## src/rtl/gpu_cmd_dma_pkg.sv

```systemverilog
// gpu_cmd_dma_pkg: shared CSR map, control bits, FSM states and entry geometry
package gpu_cmd_dma_pkg;
  localparam logic [1:0] CSR_BASE = 2'd0;
  localparam logic [1:0] CSR_COUNT = 2'd1;
  localparam logic [1:0] CSR_CTRL = 2'd2;
  localparam int CTRL_GO = 0;
  localparam int CTRL_ABORT = 1;
  localparam logic [31:0] ENTRY_BYTES = 32'd8;
  typedef enum logic [1:0] {IDLE, FETCH, DRAIN, FLUSH} state_t;
endpackage

```

## src/rtl/gpu_cmd_dma_sync_word_fifo.sv

```systemverilog
// sync_word_fifo: single-clock FIFO with occupancy count and synchronous clear
module sync_word_fifo #(
  parameter int DEPTH = 16,
  parameter int WIDTH = 32
) (
  input  logic                     clk,
  input  logic                     rst,
  input  logic                     clr,
  input  logic                     wr_en,
  input  logic [WIDTH-1:0]         wr_data,
  input  logic                     rd_en,
  output logic [WIDTH-1:0]         rd_data,
  output logic [$clog2(DEPTH):0]   used,
  output logic                     empty,
  output logic                     full
);
  localparam int AW = $clog2(DEPTH);
  localparam int UW = AW + 1;
  logic [WIDTH-1:0] mem [DEPTH];
  logic [AW-1:0] wp, rp;
  logic do_wr, do_rd;
  assign empty = used == '0;
  assign full = used == UW'(DEPTH);
  assign do_wr = wr_en && !full;
  assign do_rd = rd_en && !empty;
  assign rd_data = mem[rp];
  always_ff @(posedge clk or negedge rst)
    if (!rst) begin
      wp <= '0;
      rp <= '0;
      used <= '0;
    end else if (clr) begin
      wp <= '0;
      rp <= '0;
      used <= '0;
    end else begin
      if (do_wr) wp <= wp + AW'(1);
      if (do_rd) rp <= rp + AW'(1);
      used <= used + UW'(do_wr) - UW'(do_rd);
    end
  always_ff @(posedge clk)
    if (do_wr) mem[wp] <= wr_data;
endmodule

```

## src/rtl/gpu_cmd_dma.sv

```systemverilog
// gpu_cmd_dma: fetches a two-word command list from memory and replays it
// onto the GPU command slave, with read credits bounded by FIFO space.
module gpu_cmd_dma
  import gpu_cmd_dma_pkg::*;
#(
  parameter int FIFO_DEPTH = 16,
  parameter int MAX_OUTSTANDING = 8,
  parameter int COUNT_WIDTH = 16
) (
  input  logic        clk,
  input  logic        rst,
  input  logic [1:0]  csr_address,
  input  logic        csr_write_en,
  input  logic        csr_read_en,
  input  logic [31:0] csr_write_data,
  output logic [31:0] csr_read_data,
  output logic [31:0] rd_address,
  output logic        rd_read,
  input  logic        rd_wait_request,
  input  logic [31:0] rd_readdata,
  input  logic        rd_readdatavalid,
  output logic [7:0]  gpu_address,
  output logic        gpu_write,
  output logic [31:0] gpu_write_data,
  input  logic        gpu_wait_request,
  output logic        irq
);
  localparam int UW = $clog2(FIFO_DEPTH) + 1;
  state_t state;
  logic [31:0] base, fifo_q, status;
  logic [COUNT_WIDTH-1:0] count, issued;
  logic [COUNT_WIDTH:0] words_req, words_nxt;
  logic [UW-1:0] outstanding, used;
  logic [7:0] addr_hold;
  logic phase, done, busy, live, ctrl_wr, go, abort, credit, accept, ret, push, pop, empty, full, gpu_done;
  assign busy = state != IDLE;
  assign live = state == FETCH || state == DRAIN;
  assign ctrl_wr = csr_write_en && csr_address == CSR_CTRL;
  assign go = ctrl_wr && csr_write_data[CTRL_GO];
  assign abort = ctrl_wr && csr_write_data[CTRL_ABORT];
  assign credit = ({1'b0, outstanding} + {1'b0, used}) < (UW+1)'(FIFO_DEPTH) && outstanding < UW'(MAX_OUTSTANDING);
  assign rd_read = state == FETCH && words_req < {count, 1'b0} && credit;
  assign accept = rd_read && !rd_wait_request;
  // words arriving with nothing outstanding belong to a transfer killed by reset
  assign ret = rd_readdatavalid && outstanding != '0;
  assign push = ret && live && !full;
  assign gpu_done = gpu_write && !gpu_wait_request;
  assign pop = live && !empty && (!phase || !gpu_write || !gpu_wait_request);
  assign words_nxt = words_req + (COUNT_WIDTH+1)'(1);
  assign irq = done;
  assign status = {16'(issued), 14'd0, done, busy};
  assign csr_read_data = !csr_read_en ? '0 :
                         csr_address == CSR_BASE ? base :
                         csr_address == CSR_COUNT ? 32'(count) :
                         csr_address == CSR_CTRL ? status : '0;
  sync_word_fifo #(.DEPTH(FIFO_DEPTH), .WIDTH(32)) u_fifo (
    .clk(clk), .rst(rst), .clr(state == FLUSH), .wr_en(push), .wr_data(rd_readdata),
    .rd_en(pop), .rd_data(fifo_q), .used(used), .empty(empty), .full(full)
  );
  always_ff @(posedge clk or negedge rst)
    if (!rst) begin
      state <= IDLE;
      base <= '0;
      count <= '0;
      issued <= '0;
      words_req <= '0;
      outstanding <= '0;
      rd_address <= '0;
      addr_hold <= '0;
      phase <= 1'b0;
      done <= 1'b0;
      gpu_write <= 1'b0;
      gpu_address <= '0;
      gpu_write_data <= '0;
    end else begin
      if (ctrl_wr) done <= 1'b0;
      if (csr_write_en && !busy && csr_address == CSR_BASE) base <= csr_write_data;
      if (csr_write_en && !busy && csr_address == CSR_COUNT) count <= csr_write_data[COUNT_WIDTH-1:0];
      outstanding <= outstanding + UW'(accept) - UW'(ret);
      if (accept) begin
        rd_address <= rd_address + ENTRY_BYTES / 2;
        words_req <= words_nxt;
      end
      if (pop) phase <= !phase;
      if (pop && !phase) addr_hold <= fifo_q[7:0];
      if (pop && phase) begin
        gpu_write <= 1'b1;
        gpu_address <= addr_hold;
        gpu_write_data <= fifo_q;
      end else if (gpu_done) gpu_write <= 1'b0;
      if (gpu_done) issued <= issued + COUNT_WIDTH'(1);
      case (state)
        IDLE: if (go) begin
          words_req <= '0;
          issued <= '0;
          rd_address <= base;
          phase <= 1'b0;
          if (count == '0) done <= 1'b1;
          else state <= FETCH;
        end
        FETCH: if (abort) state <= FLUSH;
          else if (accept && words_nxt == {count, 1'b0}) state <= DRAIN;
        DRAIN: if (abort) state <= FLUSH;
          else if (outstanding == '0 && empty && (!gpu_write || !gpu_wait_request)) begin
            state <= IDLE;
            done <= 1'b1;
          end
        FLUSH: begin
          phase <= 1'b0;
          if (outstanding == '0 && !gpu_write) state <= IDLE;
        end
        default: state <= IDLE;
      endcase
    end
endmodule

```

## config.mk

```make
export PLATFORM = sky130hd
export DESIGN_NAME = gpu_cmd_dma
export DESIGN_NICKNAME = d
export VERILOG_FILES = /design/src/rtl/gpu_cmd_dma_pkg.sv /design/src/rtl/gpu_cmd_dma_sync_word_fifo.sv /design/src/rtl/gpu_cmd_dma.sv
export SDC_FILE = /design/constraint.sdc
export NUM_CORES = 1
export LEC_CHECK = 0
export CAP_MARGIN = 20
export CORE_MARGIN = 4
export CORE_UTILIZATION = 45
export CTS_BUF_LIST = sky130_fd_sc_hd__clkbuf_2
export CTS_CLUSTER_SIZE = 14
export DETAILED_ROUTE_END_ITERATION = 12
export SLEW_MARGIN = 5
export SYNTH_ARGS = -nofsm -noshare
export SYNTH_HDL_FRONTEND = slang
export SYNTH_HIERARCHICAL = 1
export SYNTH_SLANG_ARGS = --single-unit
```

## constraint.sdc

```tcl
create_clock -name clk -period 12.9 [get_ports clk]
set_input_delay 1.935 -clock clk [delete_from_list [all_inputs] [get_ports clk]]
set_output_delay 1.935 -clock clk [all_outputs]
set_load 0.005 [all_outputs]
```

# Yosys cells after proc, flatten, opt, wreduce, memory -nomap -nowiden
# Memory sizes are Yosys's and may differ from the RTL's.
# Index checks and enable logic that the tools add are counted.
# classes
reduce_logical	46
add_sub_neg	10
eq_ne	12
mux	39
magnitude_cmp	3
# ops
cell	n
$mux 32	7
$mux 17	3
$mux 16	3
$add 32x3->32 const B	1
$logic_and 1x1->1	24
$add 17x1->17 const B	1
$eq 17x17->1	1
$lt 17x17->1	1
$add 16x1->16 const B	1
$logic_not 16->1	1
$mux 4	4
$mux 2	7
$mux 1	11
$add 5x1->5	2
$logic_not 5->1	2
$sub 5x1->5	2
$add 4x1->4 const B	2
$pmux 2 s4	1
$reduce_bool 2->1	4
$logic_not 1->1	7
$add 5x5->6	1
$eq 2x2->1 const B	3
$lt 6x5->1 const B	1
$ne 2x2->1 const B	3
10 further kinds	17
# word_totals
in_bits	73
register_bits	184
wordCells	127
ramBits	512
n_memories	1
# memory_table
name	depth	width	rd	rd_clocked_by_memory_dff	wr	line	text
u_fifo.mem	16	32	1	0	1	gpu_cmd_dma_sync_word_fifo.sv:19	logic [WIDTH-1:0] mem [DEPTH];

# Depth between registers and ports, before layout
# depth
word_depth	9
depth_mapped	18
mapped_depth_nobuf	16

# By module
# The synthesis kept the hierarchy.
# by_module_without_submodules
mod	area_each_um2	n_inst	seq_area_each_um2	cells_each
sync_word_fifo	20477.1	1	15700.1	1025
gpu_cmd_dma	9243.9	1	4279.1	885

# Least setup slack after synthesis
# OpenSTA, ideal clock, no wires.
# synth_path
path_type	input port to flip-flop
start	in rd_readdatavalid
end	mem u_fifo.mem[0][0] (enable)
t_arrival_ns	5.034
path_slack_ns	7.405
path_buffers	1
cell_stages	6
setup_ns	0.461
path_cell_list	nor2b_1 > nor3b_1 > and2_1 > clkbuf_1 > nand2_1 > nor3_1
# synth_between
elab_chain_len	6
# synth_lines
element	line	text
start, declared	gpu_cmd_dma.sv:21	input logic rd_readdatavalid,
$logic_and 1x1->1	gpu_cmd_dma.sv:45	assign ret = rd_readdatavalid && outstanding != '0;
$logic_and 1x1->1 (2 in a row)	gpu_cmd_dma.sv:46	assign push = ret && live && !full;
named net push	gpu_cmd_dma.sv:35	logic phase, done, busy, live, ctrl_wr, go, abort, credit, accept, ret, push, pop, empty, full, gpu_done;
$logic_and 1x1->1	gpu_cmd_dma_sync_word_fifo.sv:24	assign do_wr = wr_en && !full;
$mux 1	gpu_cmd_dma_sync_word_fifo.sv:42	if (do_wr) mem[wp] <= wr_data;
$mux 1 (not written as such)	gpu_cmd_dma_sync_word_fifo.sv:42	
end, declared	gpu_cmd_dma_sync_word_fifo.sv:19	
# The timed path passes the listed nets, and every way through them passes these cells.

# Worst setup path after layout
# layout_path
start	in csr_address[0]
end	out csr_read_data[27]
# layout_between
elab_chain_len	5
elab_cells_between_ends	7
# layout_lines
element	line	text
start, declared	gpu_cmd_dma.sv:12	input logic [1:0] csr_address,
$eq 2x2->1	gpu_cmd_dma.sv:55	csr_address == CSR_CTRL ? status : '0;
$mux 32	gpu_cmd_dma.sv:55	
$mux 32	gpu_cmd_dma.sv:54	csr_address == CSR_COUNT ? 32'(count) :
$mux 32 *	gpu_cmd_dma.sv:53	csr_address == CSR_BASE ? base :
$mux 32 *	gpu_cmd_dma.sv:52	assign csr_read_data = !csr_read_en ? '0 :
end, declared	gpu_cmd_dma.sv:16	output logic [31:0] csr_read_data,
# Every way passes the cells marked *; elsewhere a longest branch is shown, timed or not.

==> PnR_summary.wiki <==
{| class="wikitable"
! Metric !! Value
|-
| Via count of the first global-routing pass || 18200
|-
| Number of H-tree levels || 4
|-
| Synthesized instance count || 1910
|-
| Count of flip-flops with a built-in enable after synthesis || 512
|-
| Number of distinct standard cells referenced by the synthesized netlist || 71
|-
| CTS clk-pin slew, worst paths || 110 ps
|-
| Number of nets in the synthesized netlist || 2031
|-
| Post-CTS setup repair buffer count || 0
|-
| Critical-path cell list || clkdlybuf4s50_1 > nand2b_1 > nor2_1 > clkdlybuf4s50_1
|-
| Number of fillers in the final layout || 5469
|-
| Final clock period utilization by the worst path || 0.486
|-
| Final slew viol count || 0
|-
| Post-Synthesis Mean Instance Area || 15.6 µm²
|-
| Initial antenna violation count || 5
|-
| Die width || 265 µm
|-
| Most Frequent Cell on Critical Path || sky130_fd_sc_hd__clkdlybuf4s50_1
|-
| DP HPWL || 42300 µm
|-
| Top cells by count, synth || sky130_fd_sc_hd__edfxtp_1, sky130_fd_sc_hd__dfrtp_1, sky130_fd_sc_hd__mux2i_1
|-
| Headroom to the max-slew limit || 0.232
|-
| Post-synth design cell area || 0.0297 mm²
|-
| Area of all placed cells without fillers || 0.0343 mm²
|-
| Kind of cell adding the most delay to the critical path || buffers and inverters
|-
| Outcome || completed
|-
| Iteration-0 DRC Markers || 1189
|-
| Routed wirelength normalized by instance count || 22.5 µm
|-
| Area enclosed by the die boundary || 0.0702 mm²
|-
| Sum of negative setup slack || 0 ps
|-
| Area contributors post-synth || sky130_fd_sc_hd__edfxtp_1, sky130_fd_sc_hd__dfrtp_1, sky130_fd_sc_hd__mux2i_1
|-
| Wirelength, routed || 72200 µm
|-
| Clock latency on the worst-skew pair || 1350 ps
|-
| Final ANT Viol Nets || 0
|-
| Placer congestion estimate || 0.872
|-
| Type of the worst min-delay path || reg -> reg
|-
| Pwr/cell area || 202 mW/mm²
|-
| Crit path arrival time || 4330 ps
|-
| Pre-CTS setup slack || 6540 ps
|-
| Clock tree sinks || 696
|-
| Clock tree buffer depth || 3
|-
| Area Growth Syn to Fin || 15.3%
|-
| Total of hold buffers inserted after clock tree synthesis || 0
|-
| Post-synth top area share || 0.517
|-
| Timing-limited maximum frequency || 0.160 GHz
|-
| Kind of start point of the critical path || input pin
|-
| VDD IR-drop max || 0.191 mV
|-
| Total gr overflow || 0
|-
| Total setup violations reported at the end of the flow || 0
|-
| Cell at the root of the clock tree || sky130_fd_sc_hd__clkbuf_2
|-
| Most instantiated library cell after synthesis || sky130_fd_sc_hd__edfxtp_1
|-
| Row count || 93
|-
| Total number of vias || 17800
|-
| TritonCTS clock tree || yes
|-
| Final min period || 6270 ps
|-
| Number of buffers added on ports || 179
|-
| Total clock buffers created by CTS || 178
|-
| Slowest cell on crit path || sky130_fd_sc_hd__clkdlybuf4s50_1
|-
| Largest net degree at the start of global routing || 131
|-
| Fraction of final layout cells with drive strength greater than 1 || 0.221
|-
| Remaining routing DRC violations || 0
|-
| Placement-stage cell area || 0.0324 mm²
|-
| Placeable core area || 0.0649 mm²
|-
| Primary FF master, synth || sky130_fd_sc_hd__edfxtp_1
|-
| Detailed-route vias per instance || 5.54
|-
| Worst setup margin || 6630 ps
|-
| Post-cts repair resize count || 0
|-
| Die Y-Extent || 265 µm
|-
| RSZ-0062 raised after global routing || false
|-
| Wire length of the first global-routing pass || 110000 µm
|-
| Sequential area share after synthesis || 0.672
|-
| Data required time at the worst endpoint || 10970 ps
|-
| Number of failing hold endpoints at the final stage || 0
|-
| Slowest cell delay on critical path || 1010 ps
|-
| Global-route usage over all layers || 0.206
|-
| Number of detailed-routing iterations run before antenna repair || 5
|-
| Number of warnings printed during yosys synthesis || 6
|-
| Clk_skew || 103 ps
|-
| Critical path buffer and inverter count || 2
|-
| Cell type with the largest total area after synthesis || sky130_fd_sc_hd__edfxtp_1
|-
| Worst-path fanout max || 21
|-
| Worst Setup End Kind || output pin
|-
| Starting density of the core || 0.458
|-
| Crit Path Category || in -> out
|-
| Transition time at the pin with the least slew margin || 1150 ps
|-
| Net total in the final layout || 2328
|-
| Ports || 180
|-
| Flip-flop and latch count after synthesis || 696
|-
| Share of synthesized flip-flops with an asynchronous set or reset || 0.264
|-
| Leakage component of the power || 0.0126 µW
|-
| Max-cap violations || 0
|}
layer usage:
layer	wire length [µm]	vias to the layer above	global-route usage
met4	1450	4	0.0692
met2	36600	497	0.346
li1	-	8090	-
met3	3890	113	0.0469
met1	30300	9120	0.266
met5	26	-	0
per-stage QoR:
stage / power [µW] / utilization / cells / hold WS [ps]
after detailed placement: 5420 / 0.500 / 2880 / 471
after global routing: 7380 / 0.528 / 3216 / 502
final: 6930 / 0.528 / 3216 / 494
after floorplan: 4550 / - / 1910 / 456
after global placement: 5370 / 0.500 / 2880 / 462
after CTS: 7030 / 0.527 / 3206 / 472
cells in the final DEF (no fill, tap or decap), types with 5 or more instances in the layout:
cell,netlist,routed
sky130_fd_sc_hd__xnor2_1,53,53
sky130_fd_sc_hd__or3_1,14,14
sky130_fd_sc_hd__inv_1,56,56
sky130_fd_sc_hd__nand2_1,101,101
sky130_fd_sc_hd__nor3_1,26,21
sky130_fd_sc_hd__and2_1,6,5
sky130_fd_sc_hd__nor3_2,0,5
sky130_fd_sc_hd__edfxtp_1,512,512
sky130_fd_sc_hd__dfrtp_1,184,182
sky130_fd_sc_hd__nor2_4,0,12
sky130_fd_sc_hd__xor2_1,29,29
sky130_fd_sc_hd__nand4_1,20,20
sky130_fd_sc_hd__mux2i_1,163,163
sky130_fd_sc_hd__diode_2,0,8
sky130_fd_sc_hd__nor2b_1,9,8
sky130_fd_sc_hd__o21ai_0,70,70
sky130_fd_sc_hd__ha_1,46,45
sky130_fd_sc_hd__bufinv_16,0,5
sky130_fd_sc_hd__mux4_2,60,60
sky130_fd_sc_hd__a21oi_1,22,22
sky130_fd_sc_hd__and3_1,10,9
sky130_fd_sc_hd__a31oi_1,10,10
sky130_fd_sc_hd__nand2b_1,9,9
sky130_fd_sc_hd__clkdlybuf4s50_1,0,178
sky130_fd_sc_hd__buf_4,3,34
sky130_fd_sc_hd__nor2_1,109,97
sky130_fd_sc_hd__nand3_1,28,28
sky130_fd_sc_hd__clkinv_1,0,33
sky130_fd_sc_hd__mux2_2,96,96
sky130_fd_sc_hd__a22oi_1,32,32
sky130_fd_sc_hd__a221oi_1,64,64
sky130_fd_sc_hd__clkbuf_2,0,276
sky130_fd_sc_hd__nor4_1,21,21
tightest hold or removal path, stage by stage, from the launching register on:
cell and delay [ps]:
sky130_fd_sc_hd__dfrtp_1 360, sky130_fd_sc_hd__nand2_1 50, sky130_fd_sc_hd__nand2_1 60
layout make-up:
cell class	instances	area (µm²)	share of cell area
Tap cell	855	1070	0.0312
Sequential cell	696	20000	0.583
Antenna cell	8	20.0	0.000584
Multi-Input combinational cell	1059	9100	0.266
Clock buffer	276	1380	0.0403
Clock inverter	50	383	0.0112
Timing Repair Buffer	216	2110	0.0617
Inverter	56	210	0.00614
report_power, final:
group	leakage, µW	internal (µW)	switching (µW)
combinational	0.00441	1130	1140
clock	0.00132	679	906
sequential	0.00689	2740	335
total	0.0126	4550	2380
path summary, 6_finish.rpt:
path	startpoint	to	slack, ps	cells after the start
worst max-delay path	csr_address[0]	csr_read_data[27]	6630	4
worst min-delay path	rd_address[1]	rd_address[1]	490	2
worst max register to register	count[13]	outstanding[4]	9220	18
worst min register to register	rd_address[1]	rd_address[1]	490	2
max in group asynchronous	rst	issued[0]	10240	3
min in group asynchronous	rst	gpu_write_data[5]	630	1
cell families after synthesis:
| group | synth area share |
|---|---|
| buf+inv | 0.0261 |
| flops | 0.672 |
| mux | 0.141 |
| simple gates | 0.0615 |
| xor+xnor | 0.0242 |
| fa+ha+maj | 0.0207 |
| compound gates | 0.0547 |
sequential cells by signal, indices dropped and copies added (netlist names):
name,flops
gpu_write,1
u_fifo/wp,4
gpu_address,8
irq,1
state,2
u_fifo/mem,512
addr_hold,8
rd_address,32
count,16
u_fifo/rp,4
outstanding,5
phase,1
words_req,17
u_fifo/used,5
gpu_write_data,32
issued,16
base,32
(Power assumes the default switching activity.)
